==> src/rtl/division_func_bw16.sv <==
// Sequential unsigned restoring divider, one quotient bit per clock.
// Responds on the ST/RD start-ready handshake; results are held until the next completion.
module division_func_bw16 #(
   parameter int BW = 16
) (
   input  logic          CLK,
   input  logic          RST,
   input  logic          ST,
   input  logic [BW-1:0] IN0,
   input  logic [BW-1:0] IN1,
   output logic          RD,
   output logic [BW-1:0] RES,
   output logic [BW-1:0] REM,
   output logic          DZ
);

   localparam int CW = $clog2(BW);

   typedef enum logic [1:0] {
      IDLE = 2'd0,
      CALC = 2'd1,
      DIVZ = 2'd2
   } state_t;

   state_t        state_r, state_s;
   logic [CW-1:0] cnt_r, cnt_s;
   logic          st_old_r;
   logic [BW-1:0] a_r, a_s;
   logic [BW-1:0] b_r, b_s;
   logic [BW-1:0] q_r, q_s;
   logic [BW-1:0] r_r, r_s;
   logic [BW-1:0] res_r, res_s;
   logic [BW-1:0] rem_r, rem_s;
   logic          rd_r, rd_s;
   logic          dz_r, dz_s;

   logic          start_s;
   logic [BW:0]   t_s;
   logic          ge_s;
   logic [BW-1:0] diff_s;
   logic [BW-1:0] r_step_s;
   logic [BW-1:0] q_step_s;

   assign start_s = ST & ~st_old_r;

   // Partial remainder is one bit wider so divisors >= 2^(BW-1) compare correctly;
   // when t_s >= b_r the true difference is below b_r, so the low BW bits are exact.
   assign t_s      = {r_r, q_r[BW-1]};
   assign ge_s     = (t_s >= {1'b0, b_r});
   assign diff_s   = t_s[BW-1:0] - b_r;
   assign r_step_s = ge_s ? diff_s : t_s[BW-1:0];
   assign q_step_s = {q_r[BW-2:0], ge_s};

   // Next-state and datapath update
   always_comb begin
      state_s = state_r;
      cnt_s   = cnt_r;
      a_s     = a_r;
      b_s     = b_r;
      q_s     = q_r;
      r_s     = r_r;
      res_s   = res_r;
      rem_s   = rem_r;
      rd_s    = rd_r;
      dz_s    = dz_r;
      case (state_r)
         IDLE: begin
            if (start_s) begin
               a_s  = IN0;
               b_s  = IN1;
               dz_s = 1'b0;
               rd_s = 1'b0;
               if (IN1 == {BW{1'b0}}) begin
                  state_s = DIVZ;
               end else begin
                  q_s     = IN0;
                  r_s     = {BW{1'b0}};
                  cnt_s   = {CW{1'b0}};
                  state_s = CALC;
               end
            end else begin
               state_s = IDLE;
            end
         end
         CALC: begin
            q_s   = q_step_s;
            r_s   = r_step_s;
            cnt_s = cnt_r + CW'(1);
            if (cnt_r == CW'(BW - 1)) begin
               res_s   = q_step_s;
               rem_s   = r_step_s;
               rd_s    = 1'b1;
               state_s = IDLE;
            end else begin
               state_s = CALC;
            end
         end
         DIVZ: begin
            res_s   = {BW{1'b1}};
            rem_s   = a_r;
            dz_s    = 1'b1;
            rd_s    = 1'b1;
            state_s = IDLE;
         end
         default: begin
            state_s = IDLE;
            rd_s    = 1'b1;
         end
      endcase
   end

   // State and result registers
   always_ff @(posedge CLK or negedge RST) begin
      if (!RST) begin
         state_r  <= IDLE;
         cnt_r    <= {CW{1'b0}};
         st_old_r <= 1'b0;
         a_r      <= {BW{1'b0}};
         b_r      <= {BW{1'b0}};
         q_r      <= {BW{1'b0}};
         r_r      <= {BW{1'b0}};
         res_r    <= {BW{1'b0}};
         rem_r    <= {BW{1'b0}};
         rd_r     <= 1'b1;
         dz_r     <= 1'b0;
      end else begin
         state_r  <= state_s;
         cnt_r    <= cnt_s;
         st_old_r <= ST;
         a_r      <= a_s;
         b_r      <= b_s;
         q_r      <= q_s;
         r_r      <= r_s;
         res_r    <= res_s;
         rem_r    <= rem_s;
         rd_r     <= rd_s;
         dz_r     <= dz_s;
      end
   end

   assign RD  = rd_r;
   assign RES = res_r;
   assign REM = rem_r;
   assign DZ  = dz_r;

endmodule

==> config.mk <==
export PLATFORM = sky130hd
export DESIGN_NAME = division_func_bw16
export DESIGN_NICKNAME = d
export VERILOG_FILES = /design/src/rtl/division_func_bw16.sv
export SDC_FILE = /design/constraint.sdc
export NUM_CORES = 1
export LEC_CHECK = 0
export CORE_UTILIZATION = 60
export CTS_BUF_LIST = sky130_fd_sc_hd__clkbuf_2 sky130_fd_sc_hd__clkbuf_4 sky130_fd_sc_hd__clkbuf_8
export DETAILED_ROUTE_END_ITERATION = 8
export GPL_ROUTABILITY_DRIVEN = 1
export GPL_TIMING_DRIVEN = 0
export PLACE_DENSITY = 0.86
export SYNTH_ARGS = -nofsm -noshare
export SYNTH_HDL_FRONTEND = slang
export SYNTH_SLANG_ARGS = --single-unit
==> constraint.sdc <==
create_clock -name CLK -period 4 [get_ports CLK]
set_input_delay 0.6 -clock CLK [delete_from_list [all_inputs] [get_ports CLK]]
set_output_delay 0.6 -clock CLK [all_outputs]
set_load 0.03 [all_outputs]
==> results.py <==
metrics = {
    "die": {
        "die_h_um": 96.7,
        "io_pins": 69,
        "core.rowCount": 34,
        "core_um2": 8680,
        "die_w_um": 96.7,
        "dieArea_um2": 9340,
        "start_util_pct": 62.0,
    },
    "synth": {
        "synth_seq_area_share_pct": 48.9,
        "syn_area_per_cell_um2": 9.08,
        "ys_ff_latch": 105,
        "yosys.cell_types.count": 54,
        "synthFlopType": "dfrtp_1",
        "syn_nets": 645,
        "synth-async-reset-ratio_pct": 100,
        "synth-edff-count": 0,
        "synthCells": 592,
        "yosys_warnings": 0,
        "synthesis.area_um2": 5380,
    },
    "finish": {
        "diodes": 0,
        "instances_no_fill": 785,
        "nFillCells": 652,
        "drive_above_1_share_pct": 5.76,
        "syn2layout_area_growth_pct": 19.3,
        "nNetsFinal": 725,
    },
    "sta": {
        "max_freq_mhz": 339,
        "fin_crit_ns": 2.95,
        "rsz0062_at_grt": "false",
        "fin_crit_sh_pct": 73.7,
        "setup_violations": 0,
        "hold_viol": 0,
        "finalMaxSlewViolations": 0,
        "fin_ws_ns": 1.05,
        "tightest_slew_ns": 0.596,
        "slew_headroom_pct": 60.2,
        "finClkSkew_ns": 0.0130,
        "timing.hold.ws_ns": 0.216,
    },
    "clock_tree": {
        "cts_buffers": 9,
        "h-tree-depth": 3,
        "cts_resized": 0,
        "cts_tree": "yes",
        "holdBufCountCts": 0,
        "cts_buffer_depth": 2,
        "clock_latency_ns": 0.38,
        "cts.sinks": 105,
        "post_cts_buffers": 0,
        "clk_pin_slew_ns": 0.11,
        "cts_root_buf": "clkbuf_8",
    },
    "pwr": {
        "cellLeakagePower_uw": 0.00296,
        "p_comb_share_pct": 59.7,
        "clkPwrFrac_pct": 10.3,
        "power_switching_uw": 3020,
        "ir_worst_vdd_mv": 0.597,
        "p_per_area_nw_per_um2": 1000,
        "p_sw_share_pct": 47.1,
        "pwr-share-seq_pct": 30.1,
        "intPower_uw": 3400,
    },
    "setup_path": {
        "critPathLaunchType": "primary input",
        "end_kind": "flop",
        "crit_fanout": 10,
        "crit_type": "in -> reg",
        "worst-endpoint-required_ns": 4.29,
        "arrival_ns": 3.24,
    },
    "job": {
        "cap_viol_max_count": 0,
    },
    "global_routing": {
        "antenna_found_initial": 0,
        "grt.total_usage_pct": 32.8,
        "grt_max_degree": 62,
        "grt_overflow": 0,
        "grt_pass1_wl_um": 24200,
        "grt_pass1_vias": 4810,
    },
    "placement": {
        "preCtsSetupSlack_ns": 0.740,
        "port_buffers": 68,
        "place_congestion": 0.931,
        "dpl.cell_count": 769,
        "hpwl_um": 11200,
    },
    "detailed_routing": {
        "wl_per_cell_um": 18.9,
        "antenna_left": 0,
        "dr.pass1.iters": 7,
        "routed_wl_um": 14800,
        "drc": 0,
        "via_count": 4959,
        "vias_per_cell": 6.32,
        "drt_iter0_markers": 469,
    },
    "outcome": {
        "status": "finished, final reports clean",
    },
    "min_path": {
        "hp-class": "in -> async",
    },
}
==> sequential cells by signal (all words and copies together), names as in the netlist, 2 cells and up <==
name	count
REM	16
RES	16
a_r	16
b_r	16
q_r	16
r_r	16
cnt_r	4
state_r	2
==> layout make-up <==
type,instances,area (um2),area share [%]
buffer,37,175,2.73
clock buffer,11,151,2.36
clock inverter,5,45.0,0.702
inverter,25,93.8,1.46
multi-input combinational,425,2480,38.6
sequential,105,2630,41.0
tap,108,135,2.11
timing repair buffer,69,706,11.0
==> worst max-delay path: stages <==
cell and delay (ns):
clkdlybuf4s50_1 0.44, nor4_1 0.45, and4_1 0.36, or3_1 0.14, and2_1 0.11, clkbuf_1 0.33, clkbuf_1 0.48, o21ai_0 0.18
a21oi_1 0.15
==> cell usage after synthesis, types with 2 or more instances <==
cell type | number | area, um2
and3_1 | 3 | 18.8
nand4_1 | 3 | 18.8
inv_1 | 25 | 93.8
o22ai_1 | 4 | 25.0
or2_2 | 2 | 12.5
xnor2_1 | 5 | 43.8
o21ai_0 | 60 | 300
a211oi_1 | 4 | 30.0
nor4_1 | 8 | 50.1
nand2_1 | 126 | 473
nor2_1 | 21 | 78.8
o211ai_1 | 3 | 22.5
buf_6 | 4 | 45.0
nor3_1 | 11 | 55.1
nor2b_1 | 3 | 18.8
mux2i_1 | 13 | 130
nand2b_1 | 9 | 56.3
clkbuf_1 | 28 | 105
a21o_1 | 7 | 52.6
dfrtp_1 | 104 | 2600
a311oi_1 | 2 | 17.5
a31oi_1 | 5 | 31.3
o21ai_1 | 3 | 15.0
a221o_1 | 8 | 80.1
or3_1 | 21 | 131
a32oi_1 | 7 | 61.3
buf_2 | 5 | 25.0
xor2_1 | 4 | 35.0
nand3_1 | 26 | 130
o31ai_1 | 2 | 15.0
ha_1 | 17 | 213
o21a_1 | 2 | 15.0
a21oi_1 | 25 | 125
and2_1 | 2 | 12.5
==> worst paths after layout <==
kind / slack (ns) / cells past startpoint / to / from
setup / recovery: 1.05 / 9 / cnt_r[3]$_DFFE_PN0P_ / IN1[10]
hold / removal: 0.22 / 1 / RES[8]$_DFFE_PN0P_ / RST
setup reg to reg: 1.05 / 10 / REM[12]$_DFFE_PN0P_ / q_r[15]$_DFFE_PN0P_
hold reg to reg: 0.48 / 2 / a_r[2]$_DFFE_PN0P_ / a_r[2]$_DFFE_PN0P_
max in group asynchronous: 3.02 / 2 / RD$_DFFE_PN1P_ / RST
min in group CLK: 0.48 / 2 / a_r[2]$_DFFE_PN0P_ / a_r[2]$_DFFE_PN0P_
==> power groups by stage <==
stage | combinational, uW | sequential [uW] | clock, uW
after global placement | 3630 | 1920 | 0
after detailed placement | 3760 | 1940 | 0
final | 3830 | 1930 | 658
after CTS | 3790 | 1920 | 659
after global routing | 4170 | 1980 | 695
after floorplan | 2380 | 2160 | 0
==> metrics by stage <==
| stage | utilization [%] | setup TNS, ns | area (um2) | total power, uW |
|---|---|---|---|---|
| after floorplan | - | 0 | 5380 | 4540 |
| after global placement | 71.4 | -153.27 | 6190 | 5550 |
| after detailed placement | 71.6 | 0 | 6220 | 5700 |
| after CTS | 73.9 | 0 | 6410 | 6370 |
| after global routing | 73.9 | 0 | 6410 | 6850 |
| final | 73.9 | 0 | 6410 | 6420 |
==> per-layer routing <==
layer	up-vias	part of all wire, %	GRT usage [%]	wire (um)
met2	257	47	50.7	7010
li1	2239	-	-	-
met5	-	0	0	0
met3	37	7.5	3.97	1110
met4	0	2.9	15.0	431
met1	2426	42	46.8	6270
==> logic make-up (layout without fill, tap and decap cells) <==
kind of cell / count (synthesis) / after routing / synth area share, %
AO/OA/AOI/OAI: 146 / 146 / 17.6
flip-flops: 105 / 105 / 48.9
multiplexers: 14 / 14 / 2.63
adder cells (fa/ha/maj): 18 / 18 / 4.33
buffers and inverters: 62 / 147 / 5.00
AND/OR/NAND/NOR: 238 / 238 / 20.1
XOR/XNOR: 9 / 9 / 1.47
==> placed cells by master, fill, tap and decap left out, types with 5 or more instances in the layout <==
| master | instances |
|---|---|
| nand3_1 | 26 |
| ha_1 | 17 |
| inv_1 | 25 |
| buf_2 | 5 |
| nor2_1 | 21 |
| a31oi_1 | 5 |
| clkbuf_1 | 28 |
| xnor2_1 | 5 |
| a32oi_1 | 7 |
| nand2b_1 | 9 |
| or3_1 | 21 |
| o21ai_0 | 60 |
| clkbuf_8 | 11 |
| a221o_1 | 8 |
| nor3_1 | 11 |
| nand2_1 | 126 |
| nor4_1 | 8 |
| a21o_1 | 7 |
| mux2i_1 | 13 |
| a21oi_1 | 25 |
| dfrtp_1 | 104 |
| clkdlybuf4s50_1 | 67 |
Power figures use the tool's default switching activity.
